### config.mk
export PLATFORM = sky130hd
export DESIGN_NAME = pe_result_drain_flat
export DESIGN_NICKNAME = d
export VERILOG_FILES = /design/src/rtl/pe_result_drain_if.sv /design/src/rtl/pe_result_drain.sv /design/src/flat_wrapper.sv
export SDC_FILE = /design/constraint.sdc
export NUM_CORES = 1
export LEC_CHECK = 0
export BUFFER_PORTS_ARGS = -buffer_cell sky130_fd_sc_hd__buf_2
export CAP_MARGIN = 20
export CORE_ASPECT_RATIO = 0.9
export CORE_MARGIN = 8
export CORE_UTILIZATION = 63
export DETAILED_ROUTE_END_ITERATION = 16
export GPL_ROUTABILITY_DRIVEN = 0
export HOLD_SLACK_MARGIN = 0.1
export PLACE_DENSITY = 0.9
export RECOVER_POWER = 50
export SYNTH_ARGS = -nofsm -noshare
export SYNTH_HDL_FRONTEND = slang
export SYNTH_SLANG_ARGS = --single-unit
### constraint.sdc
create_clock -name clk -period 10.84 [get_ports clk]
set_input_delay 0.542 -clock clk [delete_from_list [all_inputs] [get_ports clk]]
set_output_delay 0.542 -clock clk [all_outputs]
set_load 0.05 [all_outputs]
### src/rtl/pe_result_drain_if.sv
// Handshake bundle between the PE result capture stage and its producer/consumer.
// The slave modport is the drain stage itself; master is its environment.
interface pe_result_drain_if #(
  parameter int DATA_W = 64,
  parameter int DEPTH  = 4,
  parameter int SEQ_W  = 8,
  parameter int DROP_W = 8
);
  localparam int LVL_W = $clog2(DEPTH) + 1;

  logic [DATA_W-1:0] in_data;
  logic              in_en;
  logic [DATA_W-1:0] out_data;
  logic [SEQ_W-1:0]  out_seq;
  logic              out_valid;
  logic              out_ready;
  logic [LVL_W-1:0]  level;
  logic              overflow;
  logic [DROP_W-1:0] drop_cnt;
  logic              stat_clr;

  modport slave (
    input  in_data, in_en, out_ready, stat_clr,
    output out_data, out_seq, out_valid, level, overflow, drop_cnt
  );

  modport master (
    output in_data, in_en, out_ready, stat_clr,
    input  out_data, out_seq, out_valid, level, overflow, drop_cnt
  );
endinterface

### src/rtl/pe_result_drain.sv
// Captures PE results into a small tagged FIFO and drains them over valid/ready.
// The PE cannot stall, so results arriving at a full FIFO are dropped and counted.
module pe_result_drain #(
  parameter int DATA_W = 64,
  parameter int DEPTH  = 4,
  parameter int SEQ_W  = 8,
  parameter int DROP_W = 8
) (
  input  logic               clk,
  input  logic               rstn,
  pe_result_drain_if.slave   bus
);
  localparam int PTR_W = $clog2(DEPTH);
  localparam int LVL_W = PTR_W + 1;
  localparam logic [LVL_W-1:0] FULL_LVL = LVL_W'(DEPTH);

  logic [DATA_W-1:0] mem_data [DEPTH];
  logic [SEQ_W-1:0]  mem_seq  [DEPTH];
  logic [PTR_W-1:0]  wr_ptr;
  logic [PTR_W-1:0]  rd_ptr;
  logic [LVL_W-1:0]  level_q;
  logic [SEQ_W-1:0]  seq_ctr;
  logic              overflow_q;
  logic [DROP_W-1:0] drop_q;

  logic pop;
  logic full;
  logic push_ok;
  logic drop;

  assign pop     = (level_q != '0) && bus.out_ready;
  assign full    = (level_q == FULL_LVL);
  // A pop frees the head slot in the same edge, so a full FIFO still accepts.
  assign push_ok = bus.in_en && (!full || pop);
  assign drop    = bus.in_en && full && !pop;

  always_ff @(posedge clk) begin
    if (!rstn) begin
      for (int i = 0; i < DEPTH; i++) begin
        mem_data[i] <= '0;
        mem_seq[i]  <= '0;
      end
      wr_ptr     <= '0;
      rd_ptr     <= '0;
      level_q    <= '0;
      seq_ctr    <= '0;
      overflow_q <= 1'b0;
      drop_q     <= '0;
    end else begin
      if (push_ok) begin
        mem_data[wr_ptr] <= bus.in_data;
        mem_seq[wr_ptr]  <= seq_ctr;
        wr_ptr           <= wr_ptr + 1'b1;
      end
      if (pop) begin
        rd_ptr <= rd_ptr + 1'b1;
      end
      if (bus.in_en) begin
        seq_ctr <= seq_ctr + 1'b1;
      end
      case ({push_ok, pop})
        2'b10:   level_q <= level_q + 1'b1;
        2'b01:   level_q <= level_q - 1'b1;
        default: level_q <= level_q;
      endcase
      if (bus.stat_clr) begin
        overflow_q <= 1'b0;
        drop_q     <= '0;
      end else if (drop) begin
        overflow_q <= 1'b1;
        if (drop_q != '1) begin
          drop_q <= drop_q + 1'b1;
        end
      end
    end
  end

  assign bus.out_valid = (level_q != '0);
  assign bus.out_data  = mem_data[rd_ptr];
  assign bus.out_seq   = mem_seq[rd_ptr];
  assign bus.level     = level_q;
  assign bus.overflow  = overflow_q;
  assign bus.drop_cnt  = drop_q;
endmodule

### src/flat_wrapper.sv
// flat-port wrapper written by rule: the top's interface ports become plain ports
module pe_result_drain_flat 
#(
  parameter int DATA_W = 64,
  parameter int DEPTH  = 4,
  parameter int SEQ_W  = 8,
  parameter int DROP_W = 8
)
  (clk, rstn, bus_in_data, bus_in_en, bus_out_ready, bus_stat_clr, bus_out_data, bus_out_seq, bus_out_valid, bus_level, bus_overflow, bus_drop_cnt);
  pe_result_drain_if #(.DATA_W(DATA_W), .DEPTH(DEPTH), .SEQ_W(SEQ_W), .DROP_W(DROP_W)) bus_i ();
  input  logic clk;
  input  logic rstn;
  input wire logic [$bits(bus_i.in_data)-1:0] bus_in_data;
  input wire logic [$bits(bus_i.in_en)-1:0] bus_in_en;
  input wire logic [$bits(bus_i.out_ready)-1:0] bus_out_ready;
  input wire logic [$bits(bus_i.stat_clr)-1:0] bus_stat_clr;
  output wire logic [$bits(bus_i.out_data)-1:0] bus_out_data;
  output wire logic [$bits(bus_i.out_seq)-1:0] bus_out_seq;
  output wire logic [$bits(bus_i.out_valid)-1:0] bus_out_valid;
  output wire logic [$bits(bus_i.level)-1:0] bus_level;
  output wire logic [$bits(bus_i.overflow)-1:0] bus_overflow;
  output wire logic [$bits(bus_i.drop_cnt)-1:0] bus_drop_cnt;
  assign bus_i.in_data = bus_in_data;
  assign bus_i.in_en = bus_in_en;
  assign bus_i.out_ready = bus_out_ready;
  assign bus_i.stat_clr = bus_stat_clr;
  assign bus_out_data = bus_i.out_data;
  assign bus_out_seq = bus_i.out_seq;
  assign bus_out_valid = bus_i.out_valid;
  assign bus_level = bus_i.level;
  assign bus_overflow = bus_i.overflow;
  assign bus_drop_cnt = bus_i.drop_cnt;
  pe_result_drain #(.DATA_W(DATA_W), .DEPTH(DEPTH), .SEQ_W(SEQ_W), .DROP_W(DROP_W)) u_core (.clk(clk), .rstn(rstn), .bus(bus_i));
endmodule
# Yosys cells after proc, flatten, opt, wreduce, memory -nomap -nowiden
# Memories as Yosys holds them, arrays and structs flattened. A register that Yosys moved wholly into a read port is not among the register bits.
# Cells that the tools add are included.
# Widths: inputs -> output; s select.
[totals]
input_bits = 69
memories = 2
ramBits = 288
out_inout_bits = 85
reg_bits = 24
wordCells = 47
[memory_table]
columns = ["name", "depth", "width", "read_ports", "rd_ports_with_merged_regs", "wr", "line", "text"]
rows = [
  ["u_core.mem_data", 4, 64, 1, 1, 4, "pe_result_drain.sv:17", "logic [DATA_W-1:0] mem_data [DEPTH];"],
  ["u_core.mem_seq", 4, 8, 1, 1, 4, "pe_result_drain.sv:18", "logic [SEQ_W-1:0] mem_seq [DEPTH];"],
]
[classes]
bitwise = 1
addsub = 6
n_eq_ne = 4
reduce_logical = 13
muxes = 15
[ops]
columns = ["operator", "n"]
rows = [
  ["$mux 64", 1],
  ["$reduce_or 64->1", 1],
  ["$add 8x1->8 const B", 2],
  ["$mux 2", 6],
  ["$mux 8", 1],
  ["$ne 8x8->1 const B", 1],
  ["$reduce_or 8->1", 1],
  ["$mux 1", 6],
  ["$pmux 3 s2", 1],
  ["$add 2x1->2 const B", 2],
  ["$logic_and 1x1->1", 4],
  ["$add 3x1->3 const B", 1],
  ["$eq 3x3->1 const B", 1],
  ["$reduce_bool 3->1", 1],
  ["$sub 3x1->3 const B", 1],
  ["$eq 2x1->1 const B", 1],
  ["$eq 2x2->1 const B", 1],
  ["$logic_not 1->1", 2],
  ["$reduce_and 2->1", 1],
  ["$reduce_bool 2->1", 1],
  ["$reduce_or 2->1", 1],
  ["$logic_or 1x1->1", 1],
  ["$not 1->1", 1],
]

# Depth between registers and ports, before layout
[depth]
word_depth = 9
ltp_mapped = 8
depth_no_buf = 8

# Worst setup path after synthesis
# No wires, ideal clock.
[synth_timing]
path_type = "register to register"
startpoint = "register u_core.level_q[0], in the netlist u_core.bus.level[0]"
endpoint = "memory u_core.mem_data[2][0] (enable)"
path_stages_with_launch = 4
path_slack_ns = 4.014
setup_time_ns = 0.601
synth_period_minus_slack_ns = 6.826
t_arrival_ns = 6.225
required_ns = 10.239
n_path_buf = 0
path_cell_list = "dfxtp_1 > or4b_4 > nand2_1 > o21ai_0"
[synth_rtl]
columns = ["element", "line", "text"]
rows = [
  ["start: declaration", "pe_result_drain.sv:21", "logic [LVL_W-1:0] level_q;"],
  ["start signal: assignment", "pe_result_drain.sv:62", "2'b10: level_q <= level_q + 1'b1;"],
  ["start signal: assignment", "pe_result_drain.sv:63", "2'b01: level_q <= level_q - 1'b1;"],
  ["start signal: assignment", "pe_result_drain.sv:64", "default: level_q <= level_q;"],
  ["end: declaration", "pe_result_drain.sv:17", ""],
]

==> impl_metrics.json <==
{
  "htree_levels": 2,
  "cts_resized": 0,
  "rows": 51,
  "dieHeight_microns": 155,
  "ys_seq_area_share_pct": 67.6,
  "yosys_warnings": 0,
  "reg2reg_from": "u_core.bus.level[0]",
  "finalWirelength_microns": 28200,
  "drt_iter0_drc": 663,
  "synth-simple-area-share_pct": 16.1,
  "violations": "capacitance limit, slew limit",
  "synth-xor-area-share_pct": 0.775,
  "reg2regPathDepth": 4,
  "required_ps": 10960,
  "grt_use_total_pct": 21.3,
  "timing.final.crit_share_pct": 51.5,
  "io_buffers": 153,
  "dp_hpwl_microns": 16600,
  "cts_tree": "done",
  "critPathLaunch": "u_core.bus.level[0]",
  "grt_max_degree": 74,
  "r2r_setup_slack_ps": 5260,
  "drt_first_pass_iters": 5,
  "leakage_nw": 5.73,
  "io_pins": 154,
  "min_path_type": "primary input to flip-flop",
  "clk_pin_slew_ps": 60,
  "relSlewSlack_pct": -209,
  "startpoint_type": "flip-flop",
  "clk-insertion-delay-late_ps": 500,
  "power_density_nw_per_um2": 221,
  "syn-cell-area_sq_um": 13600,
  "synth_area_per_cell_sq_um": 16.3,
  "cp_max_fo": 46,
  "crit_arrival_ps": 5700,
  "status": "finished, violations left",
  "worst_r2r_endpoint": "u_core.mem_data[2][39]",
  "synthAdderAreaFrac_pct": 0.424,
  "final_cell_mix": "edfxtp_1 (288), and2_1 (180), buf_2 (140)",
  "crit_end": "u_core.mem_data[2][39]",
  "ys_types": 36,
  "die_w_microns": 171,
  "initial_core_util_pct": 63.4,
  "synth_top_family_by_area": "simple AND/OR/NAND/NOR gates",
  "grt_pass1_wl_microns": 42700,
  "slew_violations": 314,
  "syn2layout_area_growth_pct": 14.6,
  "setup-tns-final_ps": 0,
  "fin_worst_skew_ps": 12.5,
  "fin_util_pct": 72.7,
  "clock_path_buffers": 3,
  "fmax_ghz": 0.179,
  "cts_sinks": 314,
  "grt_overflow": 0,
  "worst_slew_pin_slew_ps": 4580,
  "cts_made_buffers": 34,
  "fin_nets": 1052,
  "cp-end-kind": "flip-flop",
  "drc": 0,
  "ctsRootBufferMaster": "clkbuf_16",
  "vdd_drop_max_mv": 0.160,
  "maxCapViolCount": 8,
  "hold_buffers": 0,
  "grt_setup_unrepaired": "false",
  "cts_setup_buffers": 0,
  "grt_pass1_vias": 7800,
  "vias": 7388,
  "die_area_sq_um": 26500,
  "hold_path.startpoint": "bus_in_data[45]",
  "path_class": "flip-flop to flip-flop",
  "muxShareOfSynthArea_pct": 12.1,
  "synth_cells": 830,
  "synth_compound_area_share_pct": 0.996,
  "setup_viol": 0,
  "hold_viol_final": 0,
  "yosys_register_bits": 314,
  "antenna_found_initial": 4,
  "ant_nets": 0,
  "core-area_sq_um": 21400,
  "drive_gt1_share_pct": 27.2,
  "min_period_ps": 5580,
  "vias_per_cell": 5.69,
  "final_common_cell": "edfxtp_1",
  "synth_nets": 903,
  "route.detailed.wl_per_inst_microns": 21.7
}
-- synth_stat cells --
master	count	area [sq um]
nor2_2	1	6.26
nor3_2	1	10.0
mux4_2	72	1620
buf_6	8	90.1
xor2_1	5	43.8
edfxtp_1	288	8650
or4b_4	1	13.8
fa_1	1	20.0
buf_2	14	70.1
o211ai_1	1	7.51
o31a_1	1	8.76
and3_1	3	18.8
nand3_2	1	10.0
a21oi_1	5	25.0
nor2_1	8	30.0
a21boi_0	4	30.0
and2_1	300	1880
inv_1	4	15.0
or3_1	8	50.1
mux2i_1	2	20.0
and4_1	1	8.76
o2111a_1	1	11.3
nor2b_1	1	6.26
xnor2_1	7	61.3
o31ai_1	1	7.51
dfxtp_1	26	521
ha_1	3	37.5
clkbuf_1	26	97.6
o21ai_0	9	45.0
nand4_1	6	37.5
nand2_1	11	41.3
nor3_1	2	10.0
buf_1	1	3.75
nand3_1	3	15.0
nand2b_1	3	18.8
nor4b_4	1	23.8
-- registers in the layout (all words and copies together), names as in the netlist, named ones only --
| name | count |
|---|---|
| u_core.bus.drop_cnt | 8 |
| u_core.bus.level | 3 |
| u_core.bus.overflow | 1 |
| u_core.mem_data | 256 |
| u_core.mem_seq | 32 |
| u_core.rd_ptr | 2 |
| u_core.seq_ctr | 8 |
| u_core.wr_ptr | 2 |
-- per-stage QoR --
| stage | hold slack, ps | instances | instance area, sq um | power [W] | setup WS (ps) |
|---|---|---|---|---|---|
| floorplan | 485 | 830 | 13600 | 0.00217 | 4010 |
| finish | 347 | 1298 | 15500 | 0.00343 | 5260 |
| detailed placement | 461 | 1234 | 14600 | 0.00237 | 7260 |
| global route | 341 | 1298 | 15500 | 0.00354 | 4830 |
| global placement | 453 | 1233 | 14600 | 0.00235 | 7300 |
| CTS | 324 | 1295 | 15600 | 0.00346 | 7220 |
-- layer usage --
layer	global-route usage, %	share of wire [%]	up-vias
met1	26.8	41	3727
met4	7.85	2.2	2
met2	36.6	51	249
met5	0	0.046	-
li1	-	-	3365
met3	3.77	6.1	45
-- report_power, final --
| group | switching [W] | internal [W] | total [W] |
|---|---|---|---|
| registers | 0.0000766 | 0.00143 | 0.00151 |
| logic | 0.000552 | 0.000261 | 0.000813 |
| clock network | 0.000454 | 0.000649 | 0.00110 |
-- kinds of logic (layout without fill, tap and decap cells) --
kind of cell | Yosys count | after routing
buf+inv | 53 | 227
mux | 74 | 74
simple gates | 351 | 351
flops | 314 | 314
other cells | 0 | 3
fa+ha+maj | 4 | 4
compound gates | 22 | 22
xor+xnor | 12 | 12
-- worst max-delay path: stages (launching register included) --
cell and delay (ps):
dfxtp_1 450, or4b_1 220, nand2_1 130, o21ai_0 3410, buf_4 970
-- area by class of cell --
cell class | instances | area (sq um)
sequential | 314 | 9180
fill | 1277 | 5840
multi-input combinational | 463 | 4100
clock buffer | 42 | 912
timing repair buffer | 162 | 802
tap | 291 | 364
clock inverter | 19 | 156
inverter | 4 | 15.0
antenna | 3 | 7.51
-- worst min-delay path by stage --
stage | endpoint | slack (ps) | depth (start not counted)
floorplan | u_core.seq_ctr[7] | 480 | 2
global placement | u_core.bus.overflow | 450 | 2
detailed placement | u_core.bus.overflow | 460 | 2
CTS | u_core.mem_data[0][51] | 320 | 2
global route | u_core.mem_data[0][45] | 340 | 2
finish | u_core.mem_data[0][45] | 350 | 2
Note: power is estimated with default switching activity, not from simulation.
